--- config.mk ---
export PLATFORM = sky130hd
export DESIGN_NAME = ps2_host_tx
export DESIGN_NICKNAME = d
export VERILOG_FILES = /design/src/rtl/ps2_pkg.sv /design/src/rtl/ps2_line_sync.sv /design/src/rtl/ps2_host_tx.sv
export SDC_FILE = /design/constraint.sdc
export NUM_CORES = 1
export LEC_CHECK = 0
export BUFFER_PORTS_ARGS = -buffer_cell sky130_fd_sc_hd__buf_2
export CAP_MARGIN = 20
export CORE_MARGIN = 4
export CORE_UTILIZATION = 54
export DETAILED_ROUTE_END_ITERATION = 6
export PLACE_DENSITY = 0.79
export SLEW_MARGIN = 0
export SYNTH_ARGS = -nofsm -noshare
export SYNTH_HDL_FRONTEND = slang
export SYNTH_SLANG_ARGS = --single-unit
export TNS_END_PERCENT = 10
--- constraint.sdc ---
create_clock -name clk -period 4.6 [get_ports clk]
set_input_delay 0.92 -clock clk [delete_from_list [all_inputs] [get_ports clk]]
set_output_delay 0.92 -clock clk [all_outputs]
set_load 0.01 [all_outputs]
--- src/rtl/ps2_pkg.sv ---
// rtl/ps2_pkg.sv - shared PS/2 constants: FSM encoding, frame layout, command bytes
package ps2_pkg;

  localparam logic [2:0] ST_IDLE      = 3'd0;
  localparam logic [2:0] ST_INHIBIT   = 3'd1;
  localparam logic [2:0] ST_RTS       = 3'd2;
  localparam logic [2:0] ST_SHIFT     = 3'd3;
  localparam logic [2:0] ST_ACK       = 3'd4;
  localparam logic [2:0] ST_WAIT_IDLE = 3'd5;

  localparam int PS2_DATA_BITS = 8;
  localparam int PS2_STOP_IDX  = 9;

  localparam logic [7:0] PS2_CMD_SET_LEDS = 8'hED;
  localparam logic [7:0] PS2_CMD_ENABLE   = 8'hF4;
  localparam logic [7:0] PS2_CMD_RESET    = 8'hFF;

  // Data byte with odd parity above it, shifted out LSB first.
  function automatic logic [PS2_DATA_BITS:0] ps2_frame(input logic [PS2_DATA_BITS-1:0] d);
    return {~^d, d};
  endfunction

endpackage

--- src/rtl/ps2_line_sync.sv ---
// rtl/ps2_line_sync.sv - PS/2 line synchronizer with registered falling-edge detect
module ps2_line_sync #(
  parameter int STAGES = 2
) (
  input  logic clk,
  input  logic reset_n,
  input  logic line_i,
  output logic level_o,
  output logic fall_o
);

  logic [STAGES-1:0] sync_q;
  logic              prev_q;
  logic              fall_q;

  // Idle PS/2 lines are pulled high, so the chain resets to 1.
  always_ff @(posedge clk or negedge reset_n) begin
    if (!reset_n) begin
      sync_q <= '1;
      prev_q <= 1'b1;
      fall_q <= 1'b0;
    end else begin
      sync_q <= (sync_q << 1) | STAGES'(line_i);
      prev_q <= sync_q[STAGES-1];
      fall_q <= prev_q & ~sync_q[STAGES-1];
    end
  end

  assign level_o = sync_q[STAGES-1];
  assign fall_o  = fall_q;

endmodule

--- src/rtl/ps2_host_tx.sv ---
// rtl/ps2_host_tx.sv - PS/2 host-to-device command transmitter
// Optional: define PS2_TX_RETRY_EN to re-run a NACKed or timed-out transfer once.
module ps2_host_tx
  import ps2_pkg::*;
#(
  parameter int INHIBIT_CYC = 6000,
  parameter int TIMEOUT_CYC = 1000000,
  parameter int SYNC_STAGES = 2
) (
  input  logic       clk,
  input  logic       reset_n,
  input  logic [7:0] tx_data,
  input  logic       tx_valid,
  output logic       tx_ready,
  output logic       busy,
  output logic       tx_done,
  output logic       tx_err,
  input  logic       ps2_clk_in,
  input  logic       ps2_dat_in,
  output logic       ps2_clk_oe,
  output logic       ps2_dat_oe
);

  localparam int CNT_MAX = (INHIBIT_CYC > TIMEOUT_CYC) ? INHIBIT_CYC : TIMEOUT_CYC;
  localparam int CNT_W   = $clog2(CNT_MAX + 1);
  localparam logic [CNT_W-1:0] INH_LAST = CNT_W'(INHIBIT_CYC - 1);
  localparam logic [CNT_W-1:0] WD_LAST  = CNT_W'(TIMEOUT_CYC - 1);
  localparam logic [3:0]       STOP_IDX = 4'(PS2_STOP_IDX);

  logic clk_level, clk_fall, dat_level, dat_fall_unused;

  ps2_line_sync #(.STAGES(SYNC_STAGES)) u_clk_sync (
    .clk     (clk),
    .reset_n (reset_n),
    .line_i  (ps2_clk_in),
    .level_o (clk_level),
    .fall_o  (clk_fall)
  );

  ps2_line_sync #(.STAGES(SYNC_STAGES)) u_dat_sync (
    .clk     (clk),
    .reset_n (reset_n),
    .line_i  (ps2_dat_in),
    .level_o (dat_level),
    .fall_o  (dat_fall_unused)
  );

  logic [2:0]             state_q, state_d;
  logic [PS2_DATA_BITS:0] shreg_q, shreg_d;
  logic [3:0]             bitcnt_q, bitcnt_d;
  logic [CNT_W-1:0]       cnt_q, cnt_d;
  logic                   clk_oe_q, clk_oe_d;
  logic                   dat_oe_q, dat_oe_d;
  logic                   nack_q, nack_d;
  logic                   done_q, done_d;
  logic                   err_q, err_d;
  logic                   wd_hit, pass, fail;
`ifdef PS2_TX_RETRY_EN
  logic                   retry_q, retry_d;
`endif

  assign busy       = (state_q != ST_IDLE) | done_q;
  assign tx_ready   = ~busy;
  assign tx_done    = done_q;
  assign tx_err     = err_q;
  assign ps2_clk_oe = clk_oe_q;
  assign ps2_dat_oe = dat_oe_q;

  always_comb begin
    state_d  = state_q;
    shreg_d  = shreg_q;
    bitcnt_d = bitcnt_q;
    cnt_d    = cnt_q;
    clk_oe_d = clk_oe_q;
    dat_oe_d = dat_oe_q;
    nack_d   = nack_q;
    done_d   = 1'b0;
    err_d    = 1'b0;
    pass     = 1'b0;
    fail     = 1'b0;
    wd_hit   = (cnt_q == WD_LAST);
`ifdef PS2_TX_RETRY_EN
    retry_d  = retry_q;
`endif
    case (state_q)
      ST_IDLE: begin
        if (tx_valid && tx_ready) begin
          shreg_d  = ps2_frame(tx_data);
          state_d  = ST_INHIBIT;
          clk_oe_d = 1'b1;
          dat_oe_d = 1'b0;
          cnt_d    = '0;
          nack_d   = 1'b0;
`ifdef PS2_TX_RETRY_EN
          retry_d  = 1'b0;
`endif
        end
      end
      ST_INHIBIT: begin
        if (cnt_q == INH_LAST) begin
          state_d  = ST_RTS;
          dat_oe_d = 1'b1;
          cnt_d    = '0;
        end else begin
          cnt_d = cnt_q + 1'b1;
        end
      end
      ST_RTS: begin
        state_d  = ST_SHIFT;
        clk_oe_d = 1'b0;
        bitcnt_d = '0;
        cnt_d    = '0;
      end
      ST_SHIFT: begin
        if (clk_fall) begin
          cnt_d = '0;
          if (bitcnt_q == STOP_IDX) begin
            dat_oe_d = 1'b0;
            state_d  = ST_ACK;
          end else begin
            dat_oe_d = ~shreg_q[bitcnt_q];
            bitcnt_d = bitcnt_q + 1'b1;
          end
        end else if (wd_hit) begin
          fail = 1'b1;
        end else begin
          cnt_d = cnt_q + 1'b1;
        end
      end
      ST_ACK: begin
        if (clk_fall) begin
          nack_d  = dat_level;
          state_d = ST_WAIT_IDLE;
          cnt_d   = '0;
        end else if (wd_hit) begin
          fail = 1'b1;
        end else begin
          cnt_d = cnt_q + 1'b1;
        end
      end
      ST_WAIT_IDLE: begin
        if (clk_level && dat_level) begin
          fail = nack_q;
          pass = ~nack_q;
        end else if (wd_hit) begin
          fail = 1'b1;
        end else begin
          cnt_d = cnt_q + 1'b1;
        end
      end
      default: state_d = ST_IDLE;
    endcase

    if (pass) begin
      state_d = ST_IDLE;
      done_d  = 1'b1;
    end
    if (fail) begin
`ifdef PS2_TX_RETRY_EN
      if (!retry_q) begin
        // Second attempt restarts from inhibit with the byte still in shreg.
        retry_d  = 1'b1;
        state_d  = ST_INHIBIT;
        clk_oe_d = 1'b1;
        dat_oe_d = 1'b0;
        cnt_d    = '0;
        nack_d   = 1'b0;
      end else begin
        state_d  = ST_IDLE;
        clk_oe_d = 1'b0;
        dat_oe_d = 1'b0;
        done_d   = 1'b1;
        err_d    = 1'b1;
      end
`else
      state_d  = ST_IDLE;
      clk_oe_d = 1'b0;
      dat_oe_d = 1'b0;
      done_d   = 1'b1;
      err_d    = 1'b1;
`endif
    end
  end

  always_ff @(posedge clk or negedge reset_n) begin
    if (!reset_n) begin
      state_q  <= ST_IDLE;
      shreg_q  <= '0;
      bitcnt_q <= '0;
      cnt_q    <= '0;
      clk_oe_q <= 1'b0;
      dat_oe_q <= 1'b0;
      nack_q   <= 1'b0;
      done_q   <= 1'b0;
      err_q    <= 1'b0;
`ifdef PS2_TX_RETRY_EN
      retry_q  <= 1'b0;
`endif
    end else begin
      state_q  <= state_d;
      shreg_q  <= shreg_d;
      bitcnt_q <= bitcnt_d;
      cnt_q    <= cnt_d;
      clk_oe_q <= clk_oe_d;
      dat_oe_q <= dat_oe_d;
      nack_q   <= nack_d;
      done_q   <= done_d;
      err_q    <= err_d;
`ifdef PS2_TX_RETRY_EN
      retry_q  <= retry_d;
`endif
    end
  end

endmodule
# Yosys cells after proc, flatten, opt, wreduce, memory -nomap -nowiden
# Cells that the tools add are included.
[totals]
ff_bits = 47
in_bits = 13
wordCells = 103
[op_classes]
add_sub_neg = 2
magnitude_cmp = 1
eq_ne = 22
mux = 39
n_bitwise = 8
reduce_logical = 18
[ops]
columns = ["cell", "count"]
rows = [
  ["2-to-1 mux 20 bit", 5],
  ["case mux 20 bit (5 select lines)", 1],
  ["2-to-1 mux 3 bit", 7],
  ["adder 20 x 1 -> 20 bit, second input constant", 1],
  ["== test 20 x 13 -> 1 bit, second input constant", 1],
  ["== test 20 bit, second input constant", 1],
  ["case mux 3 bit (6 select lines)", 1],
  ["2-to-1 mux 1 bit", 17],
  ["inequality test 4 bit, second input constant", 3],
  ["inequality test 3 bit, second input constant", 3],
  ["AND reduction 3 bit", 3],
  ["2-to-1 mux 4 bit", 2],
  ["inequality test 4 x 3 -> 1 bit, second input constant", 2],
  ["case mux 4 bit (2 select lines)", 1],
  ["XNOR reduction 8 bit", 1],
  ["== test 3 x 2 -> 1 bit, second input constant", 2],
  ["== test 3 bit, second input constant", 2],
  ["inequality test 2 bit, second input constant", 3],
  ["case mux 1 bit (2 select lines)", 3],
  ["AND reduction 6 bit", 1],
  ["nonzero test 3 bit", 2],
  ["less-than comparator 4 x 5 -> 1 bit, second input constant", 1],
  ["nonzero test 5 bit", 1],
  ["adder 4 x 1 -> 4 bit, second input constant", 1],
  ["17 further kinds", 25],
]

# Logic depth before layout (Yosys ltp)
[depth]
depth_word = 8
mapped_depth = 9

# Hierarchy
# A second synthesis with hierarchy kept.
[hier_totals]
cells_unflattened = 268
area_unflattened_um2 = 2648.8
[modules_own_cells]
columns = ["mod", "n_inst", "cells_per_inst", "area_per_inst_um2"]
rows = [
  ["ps2_host_tx", 1, 258, 2413.6],
  ["ps2_line_sync", 2, 5, 117.6],
]

# Worst setup path after synthesis
# OpenSTA, ideal clock, no wires.
[synth_timing]
path_type = "register to output"
start = "register state_q[0]"
end = "output busy"
arrival_ps = 1213
required_time_ps = 3680
path_slack_ps = 2467
path_stages_with_launch = 4
cell_sequence = "dfrtp_1 -> clkbuf_1 -> nor4_1 -> inv_1"
[synth_between]
elab_chain_cells = 2
[synth_lines]
columns = ["element", "line_no", "source"]
rows = [
  ["start, declared", "ps2_host_tx.sv:48", "logic [2:0] state_q, state_d;"],
  ["start signal, assigned", "ps2_host_tx.sv:200", "state_q <= state_d;"],
  ["nonzero test 3 bit", "ps2_host_tx.sv:62", "assign busy = (state_q != ST_IDLE) | done_q;"],
  ["OR 1 bit", "ps2_host_tx.sv:62", ""],
  ["end, declared", "ps2_host_tx.sv:15", "output logic busy,"],
]
# Every way passes these cells.

# Final worst setup path
# Same ends and word-level chain as after synthesis.

==> run_results.csv <==
group,metric,value,unit
yosys,synth-simple-area-share,0.242,
timing,period_minus_slack,2.46,ns
timing,fmax,406,MHz
yosys,synth_top_area_cell,"dfrtp_1",
floorplan,io_pins,19,
worst_setup_path,crit_required,3.68,ns
worst_setup_path,reg2reg_from,"cnt_q[7]",
final_layout,antennaDiodeCount,0,
hold_path,min_to,"u_clk_sync.sync_q[1]",
worst_setup_path,critPathKind,"register to primary output",
yosys,yosysWarnings,0,
yosys,synth-xor-area-share,0.0227,
cts,ctsLongestPathBuffers,2,
floorplan,die_width,78.7,µm
detailed_routing,antenna_left,0,
timing,hold_ws,0.362,ns
worst_setup_path,arrival,1.54,ns
pwr,switching_share,0.413,
pwr,seqPwrFrac,0.409,
detailed_routing,wl_per_cell,15.2,µm
timing,fin_ws,2.14,ns
timing,rsz0062_at_grt,"false",
hold_path,min_from,"u_clk_sync.sync_q[0]",
yosys,synth.area.top_cells,"dfrtp_1 39%, dfstp_2 4.9%, mux2_2 4.2%",
cts,numCtsBuffers,5,
yosys,seq_area_frac_synth,0.438,
yosys,synthCells,286,
floorplan,fp.coreArea,4790,µm²
global_route,grt_remaining_overflow,0,
yosys,synth_compound_area_frac,0.183,
cts,clock_sinks,47,
global_route,grt_pass1_vias,2054,
final_layout,drive_gt1_frac,0.172,
cts,clkTransAtPathRegs,0.09,ns
worst_setup_path,worstSetupStartpointType,"register",
yosys,synth-edff-count,0,
yosys,synth.top_cell.area_share,0.389,
final_layout,area_delta_synth_final,8.16,%
detailed_routing,drc,0,
yosys,ys_types,55,
global_route,grt_util_all_layers,0.199,
status,status,"finished clean",
yosys,avgSynthCellArea,9.44,µm²
worst_setup_path,cp_max_fo,19,
worst_setup_path,r2r_slack,2.16,ns
timing,setup_viol_count_final,0,
placement,routabilityCongestion,0.914,
floorplan,start_util,0.564,
detailed_routing,dr.pass1.iters,5,
worst_setup_path,cp.buffers_inverters,2,
pwr,power.switching,0.000615,W
timing,hold_violations,0,
pwr,p_leak,1.23,nW
pwr,power_frac_clock,0.175,
placement,place.port_buffers,18,
timing,tightest_slew,0.542,ns
timing,slew_viol_final,0,
worst_setup_path,slowest_delay,0.58,ns
yosys,synthFlopType,"dfrtp_1",
timing,finClkSkew,0.0127,ns
yosys,async_flop_share,1.00,
worst_setup_path,rr_worst_depth,6,
worst_setup_path,cp-end-kind,"primary output",
placement,placed_cell_area,2810,µm²
worst_setup_path,crit_path_top_delay_cell,"dfrtp_1",
detailed_routing,drt_iter0_markers,274,
hold_path,hold_depth,0,
cts,cts_hold_buf,0,
yosys,synthesis.area,2700,µm²
detailed_routing,routed_wl,5610,µm
cts,cts_root_buffer,"clkbuf_8",
final_layout,final_area,2920,µm²
pwr,powerDensity,510,nW/µm²
final_layout,nFillCells,410,
cts,tritoncts,"built",
worst_setup_path,cp_top_family,"flip-flops",
placement,dp_hpwl,4010,µm
job,maxCapViolCount,0,
pwr,vdd_drop_max,0.281,mV
final_layout,nets,317,
cts,cts_setup_buffers,0,
worst_setup_path,cp_cell_sequence,"nor4_1 > inv_1 > buf_2",
global_route,antenna_found_initial,0,
floorplan,die_h,78.7,µm
detailed_routing,viasPerCell,6.10,
yosys,synth_top_family_by_area,"simple AND/OR/NAND/NOR gates",
hold_path,min_path_type,"register to register",
pwr,p_int,0.000873,W
floorplan,num_rows,25,
global_route,grt_pass1_wl,9920,µm
yosys,synthMuxAreaShare,0.0677,
timing,relSlewSlack,0.639,
yosys,synthAdderAreaFrac,0.0139,
placement,post-place-ws,2.20,ns
yosys,ys_ff_latch,47,
worst_setup_path,worst_r2r_endpoint,"cnt_q[15]",
pwr,pwr-share-comb,0.416,
timing,period_share,0.535,
floorplan,die_area,6200,µm²
global_route,grt_max_degree,48,
detailed_routing,vias,2252,
cts,insertion_delay,0.31,ns
yosys,synthesis.nets,302,
cts,post_cts_resized,0,
cts,h-tree-depth,2,
timing,finalSetupTns,0,ns
==> cells in the final DEF, fill, tap and decap left out, types with 5 or more instances in the layout <==
master / count
a22o_1: 5
and3_1: 7
nor2_1: 18
nor2b_1: 7
nor3_1: 5
dfrtp_1: 42
dfstp_2: 5
nand2_1: 28
and2_1: 5
a21oi_1: 20
clkbuf_8: 5
o21ai_1: 8
buf_2: 18
a31oi_1: 13
xnor2_1: 7
mux2_2: 10
nand2b_1: 8
nand3_1: 17
o21ai_0: 8
inv_1: 6
mux2i_1: 7
==> Yosys cell counts (2+ instances only) <==
master,number
dfrtp_1,42
nand2_1,28
a21oi_1,20
nor2_1,18
nand3_1,17
a31oi_1,13
mux2_2,10
nand2b_1,8
o21ai_0,8
o21ai_1,8
and3_1,7
clkbuf_1,7
mux2i_1,7
nor2b_1,7
xnor2_1,7
inv_1,6
a22o_1,5
and2_1,5
dfstp_2,5
nor3_1,5
nand4_1,4
buf_6,3
ha_1,3
nor4_1,3
or3_1,3
a21o_1,2
a32oi_1,2
and4_1,2
nor4b_1,2
o21a_1,2
o22a_1,2
o22ai_1,2
==> per-stage QoR <==
| step | utilization | power, W | instances |
|---|---|---|---|
| floorplan | - | 0.00113 | 286 |
| global placement | 0.587 | 0.00121 | 360 |
| detailed placement | 0.587 | 0.00123 | 360 |
| CTS | 0.606 | 0.00149 | 368 |
| global route | 0.610 | 0.00161 | 369 |
| finish | 0.610 | 0.00149 | 369 |
==> worst max path at each step <==
stage	from	end	slack, ns	depth (start not counted)
after floorplan	state_q[0]	busy	2.47	3
after global placement	tx_valid	cnt_q[3]	2.26	7
after detailed placement	cnt_q[7]	cnt_q[15]	2.20	6
after CTS	state_q[0]	busy	2.13	3
after global routing	state_q[0]	busy	1.97	3
final	state_q[0]	busy	2.14	3
==> power groups by stage <==
stage | logic [W] | clock network, W | registers, W
final | 0.000619 | 0.000260 | 0.000609
after global routing | 0.000696 | 0.000282 | 0.000628
after CTS | 0.000616 | 0.000266 | 0.000609
after detailed placement | 0.000612 | 0 | 0.000618
after global placement | 0.000602 | 0 | 0.000612
after floorplan | 0.000560 | 0 | 0.000569
==> per-layer routing <==
layer  routed length, µm  GRT usage
met5                   0          0
met4                  77     0.0507
met3                 387     0.0476
met2                2520      0.296
met1                2630      0.292
==> area by class of cell <==
type / count / area [µm²] / area share
clock buffers: 5 / 68.8 / 0.0236
flip-flops and latches: 47 / 1180 / 0.405
inverters: 6 / 22.5 / 0.00771
clock inverters: 3 / 22.5 / 0.00771
multi-input cells: 222 / 1430 / 0.490
repair buffers: 19 / 110 / 0.0377
well taps: 67 / 83.8 / 0.0287
==> cell families after synthesis <==
group,count (synthesis)
muxes,17
DFF,47
xor gates and xnor gates,7
and+or+nand+nor,119
buffers and inverters,17
AOI/OAI and AO/OA,76
adders and majority gates,3
==> flip-flops by register name, summed over array words and instances (netlist names) <==
name and cells:
tx_err 1, ps2_dat_oe 1, cnt_q 20, ps2_clk_oe 1, u_clk_sync.fall_o 1, shreg_q 9
bitcnt_q 4, u_dat_sync.sync_q 2, tx_done 1, u_clk_sync.prev_q 1, nack_q 1, u_clk_sync.sync_q 2
state_q 3
Note: power is estimated with default switching activity, not from simulation.
